<file path="src/rtl/alu_pipe.sv">
// alu_pipe: registered ALU with valid/ready handshakes on both sides.
//
// Single-cycle ops (ADD, SUB, SLL, SRL, OR, AND, XOR) load the output register
// on the accept edge. MUL is an unsigned shift-and-add over WIDTH cycles and
// back-pressures the input while it runs. Illegal opcodes complete as
// single-cycle ops with result 0 and err_f set.
//
// Build option: define ALU_PIPE_MUL_EN to build the multiplier. Without it,
// opcode 8'h80 is illegal and the control stays idle.
//
// Ports:
//   clk, rst          clock, synchronous active-high reset
//   in_valid/in_ready input handshake for opcode/op_0/op_1
//   opcode            one-hot: ADD,SUB,SLL,SRL,OR,AND,XOR,MUL (bit0..bit7)
//   op_0, op_1        operands (op_1 is the shift amount for shifts)
//   out_valid/out_ready output handshake for result and flags
//   result            registered result
//   zero_f, neg_f, carry_f, ovf_f, err_f  registered flags
module alu_pipe #(
    parameter int WIDTH = 8
) (
    input  logic             clk,
    input  logic             rst,
    input  logic             in_valid,
    output logic             in_ready,
    input  logic [7:0]       opcode,
    input  logic [WIDTH-1:0] op_0,
    input  logic [WIDTH-1:0] op_1,
    output logic             out_valid,
    input  logic             out_ready,
    output logic [WIDTH-1:0] result,
    output logic             zero_f,
    output logic             neg_f,
    output logic             carry_f,
    output logic             ovf_f,
    output logic             err_f
);

    localparam logic [WIDTH-1:0] WIDTH_V = WIDTH'(WIDTH);

    logic             out_free;
    logic             accept;
    logic             onehot;
    logic             mul_op;
    logic             legal;
    logic             load_sc;
    logic             load_mul;

    logic [WIDTH:0]   add_full;
    logic [WIDTH:0]   sub_full;
    logic [WIDTH-1:0] sc_res;
    logic             sc_carry;
    logic             sc_ovf;

    logic [WIDTH-1:0] res_d,   res_q;
    logic             valid_d, valid_q;
    logic             zero_d,  zero_q;
    logic             neg_d,   neg_q;
    logic             carry_d, carry_q;
    logic             ovf_d,   ovf_q;
    logic             err_d,   err_q;

    assign out_free = !valid_q || out_ready;
    assign accept   = in_valid && in_ready;
    assign onehot   = (opcode != '0) && ((opcode & (opcode - 8'd1)) == '0);
    // Without the multiplier, bit7 fails this check and falls into the error path.
    assign legal    = onehot && (mul_op || !opcode[7]);
    assign load_sc  = accept && !mul_op;

`ifdef ALU_PIPE_MUL_EN
    localparam int CW = $clog2(WIDTH);
    localparam logic [CW-1:0] CNT_INIT = CW'(WIDTH - 1);

    typedef enum logic [1:0] {
        IDLE,
        BUSY,
        DONE
    } state_t;

    state_t             state_q;
    logic [CW-1:0]      cnt_q;
    logic [2*WIDTH-1:0] mcand_q;
    logic [WIDTH-1:0]   mplier_q;
    logic [2*WIDTH-1:0] prod_q;

    assign mul_op   = onehot && opcode[7];
    assign in_ready = (state_q == IDLE) && out_free;
    assign load_mul = (state_q == DONE) && out_free;

    // Operands are captured at accept; BUSY runs WIDTH steps (counter WIDTH-1..0),
    // and DONE waits for the output register to be free.
    always_ff @(posedge clk) begin
        if (rst) begin
            state_q  <= IDLE;
            cnt_q    <= '0;
            mcand_q  <= '0;
            mplier_q <= '0;
            prod_q   <= '0;
        end else begin
            case (state_q)
                IDLE: begin
                    if (accept && mul_op) begin
                        state_q  <= BUSY;
                        cnt_q    <= CNT_INIT;
                        mcand_q  <= {{WIDTH{1'b0}}, op_0};
                        mplier_q <= op_1;
                        prod_q   <= '0;
                    end
                end
                BUSY: begin
                    if (mplier_q[0]) begin
                        prod_q <= prod_q + mcand_q;
                    end
                    mcand_q  <= mcand_q << 1;
                    mplier_q <= mplier_q >> 1;
                    if (cnt_q == '0) begin
                        state_q <= DONE;
                    end else begin
                        cnt_q <= cnt_q - 1'b1;
                    end
                end
                DONE: begin
                    if (out_free) begin
                        state_q <= IDLE;
                    end
                end
                default: state_q <= IDLE;
            endcase
        end
    end
`else
    assign mul_op   = 1'b0;
    assign in_ready = out_free;
    assign load_mul = 1'b0;
`endif

    // Single-cycle datapath; illegal opcodes leave everything at zero.
    always_comb begin
        add_full = {1'b0, op_0} + {1'b0, op_1};
        sub_full = {1'b0, op_0} - {1'b0, op_1};
        sc_res   = '0;
        sc_carry = 1'b0;
        sc_ovf   = 1'b0;
        if (legal) begin
            case (opcode)
                8'h01: begin
                    sc_res   = add_full[WIDTH-1:0];
                    sc_carry = add_full[WIDTH];
                    sc_ovf   = (op_0[WIDTH-1] == op_1[WIDTH-1]) &&
                               (add_full[WIDTH-1] != op_0[WIDTH-1]);
                end
                8'h02: begin
                    sc_res   = sub_full[WIDTH-1:0];
                    // Borrow out of the extended subtraction equals op_0 < op_1.
                    sc_carry = sub_full[WIDTH];
                    sc_ovf   = (op_0[WIDTH-1] != op_1[WIDTH-1]) &&
                               (sub_full[WIDTH-1] != op_0[WIDTH-1]);
                end
                8'h04:   sc_res = (op_1 >= WIDTH_V) ? '0 : (op_0 << op_1);
                8'h08:   sc_res = (op_1 >= WIDTH_V) ? '0 : (op_0 >> op_1);
                8'h10:   sc_res = op_0 | op_1;
                8'h20:   sc_res = op_0 & op_1;
                8'h40:   sc_res = op_0 ^ op_1;
                default: sc_res = '0;
            endcase
        end
    end

    // Output register: a load wins over consumption, so a result can be
    // replaced on the same edge it is taken.
    always_comb begin
        res_d   = res_q;
        zero_d  = zero_q;
        neg_d   = neg_q;
        carry_d = carry_q;
        ovf_d   = ovf_q;
        err_d   = err_q;
        valid_d = valid_q && !out_ready;
        if (load_sc) begin
            res_d   = sc_res;
            zero_d  = (sc_res == '0);
            neg_d   = sc_res[WIDTH-1];
            carry_d = sc_carry;
            ovf_d   = sc_ovf;
            err_d   = !legal;
            valid_d = 1'b1;
        end
`ifdef ALU_PIPE_MUL_EN
        if (load_mul) begin
            res_d   = prod_q[WIDTH-1:0];
            zero_d  = (prod_q[WIDTH-1:0] == '0);
            neg_d   = prod_q[WIDTH-1];
            carry_d = |prod_q[2*WIDTH-1:WIDTH];
            ovf_d   = 1'b0;
            err_d   = 1'b0;
            valid_d = 1'b1;
        end
`endif
    end

    always_ff @(posedge clk) begin
        if (rst) begin
            res_q   <= '0;
            valid_q <= 1'b0;
            zero_q  <= 1'b1;
            neg_q   <= 1'b0;
            carry_q <= 1'b0;
            ovf_q   <= 1'b0;
            err_q   <= 1'b0;
        end else begin
            res_q   <= res_d;
            valid_q <= valid_d;
            zero_q  <= zero_d;
            neg_q   <= neg_d;
            carry_q <= carry_d;
            ovf_q   <= ovf_d;
            err_q   <= err_d;
        end
    end

    assign out_valid = valid_q;
    assign result    = res_q;
    assign zero_f    = zero_q;
    assign neg_f     = neg_q;
    assign carry_f   = carry_q;
    assign ovf_f     = ovf_q;
    assign err_f     = err_q;

endmodule

</file>
<file path="config.mk">
export PLATFORM = sky130hd
export DESIGN_NAME = alu_pipe
export DESIGN_NICKNAME = d
export VERILOG_FILES = /design/src/rtl/alu_pipe.sv
export SDC_FILE = /design/constraint.sdc
export NUM_CORES = 1
export LEC_CHECK = 0
export ABC_AREA = 1
export BUFFER_PORTS_ARGS = -buffer_cell sky130_fd_sc_hd__buf_4
export CELL_PAD_IN_SITES_DETAIL_PLACEMENT = 1
export CELL_PAD_IN_SITES_GLOBAL_PLACEMENT = 1
export CORE_ASPECT_RATIO = 1.1
export CORE_UTILIZATION = 30
export CTS_CLUSTER_DIAMETER = 200
export DETAILED_ROUTE_END_ITERATION = 8
export PLACE_DENSITY = 0.77
export SLEW_MARGIN = 20
export SYNTH_ARGS = -nofsm -noshare
export SYNTH_HDL_FRONTEND = slang
export SYNTH_SLANG_ARGS = --single-unit
</file>
<file path="constraint.sdc">
create_clock -name clk -period 2.25 [get_ports clk]
set_clock_uncertainty 0.2 [all_clocks]
set_input_delay 0.1125 -clock clk [delete_from_list [all_inputs] [get_ports clk]]
set_output_delay 0.1125 -clock clk [all_outputs]
set_load 0.01 [all_outputs]
</file>
==> results of run 1 <==
[area by class of cell]
cell class / count / area [µm²]
Clock buffer: 4 / 45.0
Fill cell: 1144 / 4940
Inverter: 61 / 229
Multi-Input combinational cell: 346 / 1880
Sequential cell: 13 / 260
Tap cell: 108 / 135
Timing Repair Buffer: 55 / 418
[worst min path at each step]
stage / end / slack (ns) / depth (start not counted)
3_5_place_dp: out_valid / 0.16 / 2
4_1_cts: ovf_f / 0.16 / 5
2_1_floorplan: out_valid / 0.05 / 2
6_report: ovf_f / 0.16 / 5
3_3_place_gp: out_valid / 0.15 / 2
5_1_grt: carry_f / 0.17 / 5
[critical path, cell delays in order]
cell                       delay, ns
sky130_fd_sc_hd__buf_4          0.12
sky130_fd_sc_hd__inv_1          0.07
sky130_fd_sc_hd__ha_1           0.15
sky130_fd_sc_hd__inv_1          0.08
sky130_fd_sc_hd__fa_1           0.42
sky130_fd_sc_hd__inv_1          0.09
sky130_fd_sc_hd__o31ai_1        0.08
sky130_fd_sc_hd__o21ai_0        0.17
sky130_fd_sc_hd__a21oi_1        0.06
sky130_fd_sc_hd__nor2_1         0.19
sky130_fd_sc_hd__nand2_1        0.10
sky130_fd_sc_hd__nor2_1         0.11
sky130_fd_sc_hd__nand2_1        0.07
sky130_fd_sc_hd__o21bai_2       0.13
[power groups by stage]
stage / registers [mW] / logic [mW] / clock network (mW)
after CTS: 0.250 / 0.432 / 0.213
after global routing: 0.252 / 0.485 / 0.229
after floorplan: 0.260 / 0.252 / 0
after global placement: 0.255 / 0.416 / 0
after detailed placement: 0.255 / 0.426 / 0
final: 0.250 / 0.435 / 0.206
[per-layer routing]
| metal | part of all wire | vias to the layer above | routed length, µm | track usage |
|---|---|---|---|---|
| met3 | 0.024 | 8 | 208 | 0.0187 |
| met2 | 0.51 | 41 | 4490 | 0.399 |
| li1 | - | 1496 | - | - |
| met5 | 0 | - | 0 | 0 |
| met1 | 0.45 | 1402 | 3990 | 0.272 |
| met4 | 0.011 | 0 | 100 | 0.0328 |
[state kept, by name, summed over array words and instances (netlist names)]
signal,cells
result,8
carry_f,1
err_f,1
out_valid,1
ovf_f,1
zero_f,1
[per-stage QoR]
step,cells,area [µm²]
floorplan,432,2440
global placement,581,2910
detailed placement,581,2910
CTS,587,2970
global route,587,2970
finish,587,2970
[cells by family after synthesis]
group	after synthesis	share of synthesized area
and+or+nand+nor	268	0.503
buffers and inverters	73	0.120
DFF	13	0.107
xor gates and xnor gates	2	0.00719
adders and majority gates	29	0.155
AOI/OAI and AO/OA	47	0.108
[placed cells by master (no fill, tap or decap), types with 4 or more instances in the layout]
cell,Yosys,routed
sky130_fd_sc_hd__o21ai_0,16,16
sky130_fd_sc_hd__nand3_1,67,67
sky130_fd_sc_hd__nor3_1,4,4
sky130_fd_sc_hd__nand2_1,106,106
sky130_fd_sc_hd__buf_4,4,53
sky130_fd_sc_hd__nor2_1,50,50
sky130_fd_sc_hd__nor2_4,5,5
sky130_fd_sc_hd__inv_1,50,50
sky130_fd_sc_hd__inv_2,10,10
sky130_fd_sc_hd__nand4_1,18,18
sky130_fd_sc_hd__a21oi_1,20,20
sky130_fd_sc_hd__ha_1,27,27
sky130_fd_sc_hd__nand2_2,6,6
sky130_fd_sc_hd__dfxtp_1,13,13
==> impl_metrics.json, run 1 <==
{
  "run_status": "completed",
  "worstSetupStartpointType": "input port",
  "synth_area_leader_cell": "sky130_fd_sc_hd__nand2_1",
  "fp-row-count": 34,
  "drt_pass1_iterations": 5,
  "power.sequential.fraction": 0.281,
  "clk_pin_slew_ns": 0.05,
  "synth_common_cells": "sky130_fd_sc_hd__nand2_1, sky130_fd_sc_hd__nand3_1, sky130_fd_sc_hd__inv_1, sky130_fd_sc_hd__nor2_1, sky130_fd_sc_hd__ha_1",
  "postSynthCellCount": 432,
  "async_flop_share": 0,
  "antenna_left": 0,
  "ctsHoldBuffers": 2,
  "cts-buffers-inserted": 3,
  "maxSlewHeadroom": 0.689,
  "combPwrFrac": 0.488,
  "synth_top_flop_cell": "sky130_fd_sc_hd__dfxtp_1",
  "crit_required_ns": 2.23,
  "power_per_cell_area_nw_per_um2": 300,
  "final_net_count": 537,
  "vias_per_cell": 5.02,
  "worst-endpoint-arrival_ns": 1.94,
  "layout.core_utilization": 0.376,
  "clk_root_buffer_cell": "sky130_fd_sc_hd__clkbuf_8",
  "globalRouteTotalUtil": 0.215,
  "regToRegStartpoint": "out_valid",
  "cp-startpoint": "op_0[0]",
  "fmaxAchievable_mhz": 508,
  "power.share.switching": 0.400,
  "clkSinkCount": 13,
  "grt_antenna_before_repair": 0,
  "grt_pass1_wl_mm": 14.2,
  "fp.coreArea_um2": 7910,
  "grt_overflow": 0,
  "power.clock.fraction": 0.232,
  "routed_wire_length_per_instance_um": 15.0,
  "r2r_setup_slack_ns": 0.80,
  "share_of_post_route_cells_with_drive_strength_above_1": 0.177,
  "tritoncts_clock_tree": "yes",
  "final.min_clock_period_ns": 1.97,
  "synth_register_bits": 13,
  "port_buffers": 42,
  "postCtsSetupRepairBufs": 0,
  "hold_ws_ns": 0.160,
  "vias_in_the_first_global_route": 2911,
  "synth.net_count": 489,
  "synthMostInstantiatedCell": "sky130_fd_sc_hd__nand2_1",
  "area_delta_synth_final_pct": 21.9,
  "total_via_count_after_detailed_routing": 2947,
  "end_kind": "register",
  "dp.final_hpwl_mm": 7.40,
  "setup.worst_path.class": "input port to register",
  "timing.final.hold_violations": 0,
  "setup-violations-final": 0,
  "antenna_cells_inserted": 0,
  "pins_over_their_slew_limit": 0,
  "timing.critical_path.fanout_max": 3,
  "hp-class": "input port to register",
  "intPower_mw": 0.535,
  "floorplan.die_area_um2": 8490,
  "synth_seq_area_share": 0.107,
  "start_point_of_the_worst_hold_path": "in_valid",
  "setup_repair_after_global_routing_missed_its_margin": "no",
  "io-pin-count": 43,
  "synth.lib_cells_used.distinct": 31,
  "fp.dieW_um": 87.9,
  "ys_warn_count": 0,
  "syn-cell-area_um2": 2440,
  "max_slew.worst_pin.slew_ns": 0.463,
  "yosys.area.top_type_share": 0.163,
  "finalWorstSetupSlack_ns": 0.281,
  "clock_path_buffers": 2,
  "worstSkewPairLatency_ns": 0.24,
  "setup_tns_ns": 0,
  "p_switching_mw": 0.357,
  "regToRegEndpoint": "zero_f",
  "ir_worst_vdd_v": 0.000154,
  "synth-edff-count": 0,
  "cts_resized": 0,
  "initialDrtViolationCount": 91,
  "worst_setup_path_endpoint": "zero_f",
  "detail_route.drc_violations": 0,
  "die_y_um": 96.5,
  "grt_max_degree": 18,
  "post-place-ws_ns": 0.0255,
  "ff2ff_path_depth": 7,
  "power.static_leakage_nw": 1.62,
  "gpl_wtd_cong": 0.912,
  "cts.htree.levels": 1,
  "cap_viol_max_count": 0,
  "initial_core_util": 0.308,
  "syn-mean-instance-area_um2": 5.64,
  "synth.area.top_cells": "sky130_fd_sc_hd__nand2_1, sky130_fd_sc_hd__ha_1, sky130_fd_sc_hd__nand3_1",
  "finalCritPeriodShare": 0.875,
  "totalWireLength_mm": 8.79,
  "totalPowerFinal_mw": 0.891
}
No activity file was read; power rests on OpenSTA's default activity.
==> inputs of run 2 (changes only) <==
--- a/config.mk
+++ b/config.mk
@@ -14,6 +14,7 @@
 export CTS_CLUSTER_DIAMETER = 200
 export DETAILED_ROUTE_END_ITERATION = 8
 export PLACE_DENSITY = 0.77
+export SETUP_SLACK_MARGIN = 0.5
 export SLEW_MARGIN = 20
 export SYNTH_ARGS = -nofsm -noshare
 export SYNTH_HDL_FRONTEND = slang
==> run 2 against run 1 <==
Effect of this change: non-clock buffer count rose by 4; clock power barely moved; hold slack gained 0.029 ns; first-iteration DRC count is 73% higher; sequential cell count is the same; sequential share of layout area fell by 0.88 points; count of clock-buffer cells in the layout did not move; wire length is 6.7% higher; global-route usage grew 1.1 points; critical path type unchanged; critical endpoint unchanged.
==> impl_metrics.json, run 2 (synthesis gave the netlist of run 1 again) <==
{
  "antenna_left": 0,
  "start_point_of_the_worst_hold_path": "op_0[7]",
  "vias_per_cell": 5.12,
  "power_per_cell_area_nw_per_um2": 298,
  "final_cell_mix": "sky130_fd_sc_hd__nand2_1, sky130_fd_sc_hd__nand3_1, sky130_fd_sc_hd__buf_4",
  "worst-endpoint-arrival_ns": 1.76,
  "totalWireLength_mm": 9.38,
  "p_switching_mw": 0.401,
  "cts-buffers-inserted": 3,
  "total_via_count_after_detailed_routing": 3028,
  "clkSinkCount": 13,
  "leading_cell_type_in_the_layout_fill_and_taps_excluded": "sky130_fd_sc_hd__nand2_1",
  "setup.worst_path.class": "input port to register",
  "fp.coreArea_um2": 7910,
  "clk_pin_slew_ns": 0.05,
  "setup-violations-final": 0,
  "maxSlewHeadroom": 0.697,
  "initial_core_util": 0.308,
  "antenna_cells_inserted": 0,
  "setup_repair_after_global_routing_missed_its_margin": "yes",
  "area_delta_synth_final_pct": 35.5,
  "clk_root_buffer_cell": "sky130_fd_sc_hd__clkbuf_8",
  "port_buffers": 42,
  "r2r_setup_slack_ns": 0.71,
  "dp.final_hpwl_mm": 7.45,
  "clock_path_buffers": 2,
  "pins_over_their_slew_limit": 0,
  "cts.htree.levels": 1,
  "timing.final.hold_violations": 0,
  "regToRegStartpoint": "out_valid",
  "grt_overflow": 0,
  "floorplan.die_area_um2": 8490,
  "io-pin-count": 43,
  "setup_tns_ns": 0,
  "tritoncts_clock_tree": "yes",
  "worstHoldEndpoint": "ovf_f",
  "power.sequential.fraction": 0.254,
  "hp-class": "input port to register",
  "initialDrtViolationCount": 157,
  "vias_in_the_first_global_route": 3011,
  "fp.dieW_um": 87.9,
  "die_y_um": 96.5,
  "final_net_count": 541,
  "combPwrFrac": 0.534,
  "globalRouteTotalUtil": 0.226,
  "routed_wire_length_per_instance_um": 15.9,
  "gpl_wtd_cong": 0.942,
  "run_status": "completed",
  "drt_pass1_iterations": 4,
  "cap_viol_max_count": 0,
  "power.static_leakage_nw": 1.68,
  "worstSkewPairLatency_ns": 0.24,
  "fmaxAchievable_mhz": 562,
  "regToRegEndpoint": "zero_f",
  "grt_pass1_wl_mm": 14.7,
  "max_slew.worst_pin.slew_ns": 0.451,
  "grt_antenna_before_repair": 0,
  "finalWorstSetupSlack_ns": 0.471,
  "fp-row-count": 34,
  "intPower_mw": 0.584,
  "grt_max_degree": 18,
  "final.min_clock_period_ns": 1.78,
  "ff2ff_path_depth": 7,
  "power.clock.fraction": 0.212,
  "share_of_post_route_cells_with_drive_strength_above_1": 0.277,
  "power.share.switching": 0.407,
  "worst_hold_path.num_cells": 6,
  "largest_register_ff_count": 8,
  "post-place-ws_ns": 0.0331,
  "timing.critical_path.fanout_max": 3,
  "finalCritPeriodShare": 0.791,
  "detail_route.drc_violations": 0,
  "ir_worst_vdd_v": 0.000135,
  "end_kind": "register",
  "number_of_filler_cells_placed_in_the_layout": 1097,
  "crit_required_ns": 2.23,
  "worstSetupStartpointType": "input port"
}
-- run 2: cell types whose count changed in the layout (fill, tap and decap cells not counted), moves of 6 or more --
cell                      change
sky130_fd_sc_hd__inv_1        -9
sky130_fd_sc_hd__ha_4         +8
sky130_fd_sc_hd__buf_4        -6
sky130_fd_sc_hd__a21oi_1      -7
sky130_fd_sc_hd__a21oi_2      +6
sky130_fd_sc_hd__ha_1         -8
sky130_fd_sc_hd__o21ai_0      -7
sky130_fd_sc_hd__buf_6        +6
-- run 2: worst max path at each step --
stage	startpoint	end	cells after the start
2_1_floorplan	op_1[2]	ovf_f	12
3_3_place_gp	op_1[0]	zero_f	11
3_5_place_dp	op_1[3]	carry_f	14
4_1_cts	op_1[0]	zero_f	11
5_1_grt	op_0[0]	zero_f	14
6_report	op_0[0]	zero_f	14
-- run 2: routing by layer --
metal	vias to the layer above	share of wire	global-route usage
met5	-	0	0
met4	0	0.022	0.0738
met3	17	0.034	0.0153
met2	77	0.50	0.416
met1	1428	0.44	0.277
li1	1506	-	-
-- run 2: worst max-delay path, stage by stage --
cell	delay, ns
sky130_fd_sc_hd__buf_6	0.11
sky130_fd_sc_hd__inv_2	0.08
sky130_fd_sc_hd__ha_4	0.13
sky130_fd_sc_hd__inv_2	0.05
sky130_fd_sc_hd__fa_2	0.39
sky130_fd_sc_hd__inv_2	0.08
sky130_fd_sc_hd__nand2_1	0.07
sky130_fd_sc_hd__nand4_1	0.10
sky130_fd_sc_hd__nand3_1	0.11
sky130_fd_sc_hd__nor3_2	0.15
sky130_fd_sc_hd__nand2_1	0.10
sky130_fd_sc_hd__nor2_1	0.12
sky130_fd_sc_hd__nand2_1	0.08
sky130_fd_sc_hd__o21bai_2	0.10
-- run 2: through the flow --
step	util	hold slack (ns)	instance area (µm²)	std cells	power [mW]
global route	0.417	0.232	3300	591	1.05
global placement	0.367	0.151	2900	573	0.674
detailed placement	0.367	0.162	2900	573	0.687
finish	0.417	0.189	3300	591	0.984
floorplan	-	0.0465	2530	432	0.532
CTS	0.396	0.167	3130	586	0.942
-- run 2: final cells by class --
class	instances	area [µm²]	area share
inverters	61	249	0.0754
clock buffers	4	45.0	0.0136
multi-input cells	346	2110	0.638
well taps	108	135	0.0409
repair buffers	59	505	0.153
flip-flops and latches	13	260	0.0788
-- run 2: power groups by stage --
| stage | clock network [mW] | logic (mW) | registers, mW |
|---|---|---|---|
| finish | 0.208 | 0.526 | 0.250 |
| global route | 0.226 | 0.575 | 0.251 |
| CTS | 0.216 | 0.475 | 0.250 |
| detailed placement | 0 | 0.432 | 0.255 |
| global placement | 0 | 0.419 | 0.255 |
| floorplan | 0 | 0.271 | 0.260 |
-- run 2: what timing repair did --
action	in CTS	in global routing
hold buffers	3	0
pin swaps	17	17
gates resized for setup	29	38
endpoints found under the setup margin	9	10
gates cloned	0	0
hold endpoints to repair	3	0
setup buffers	6	5
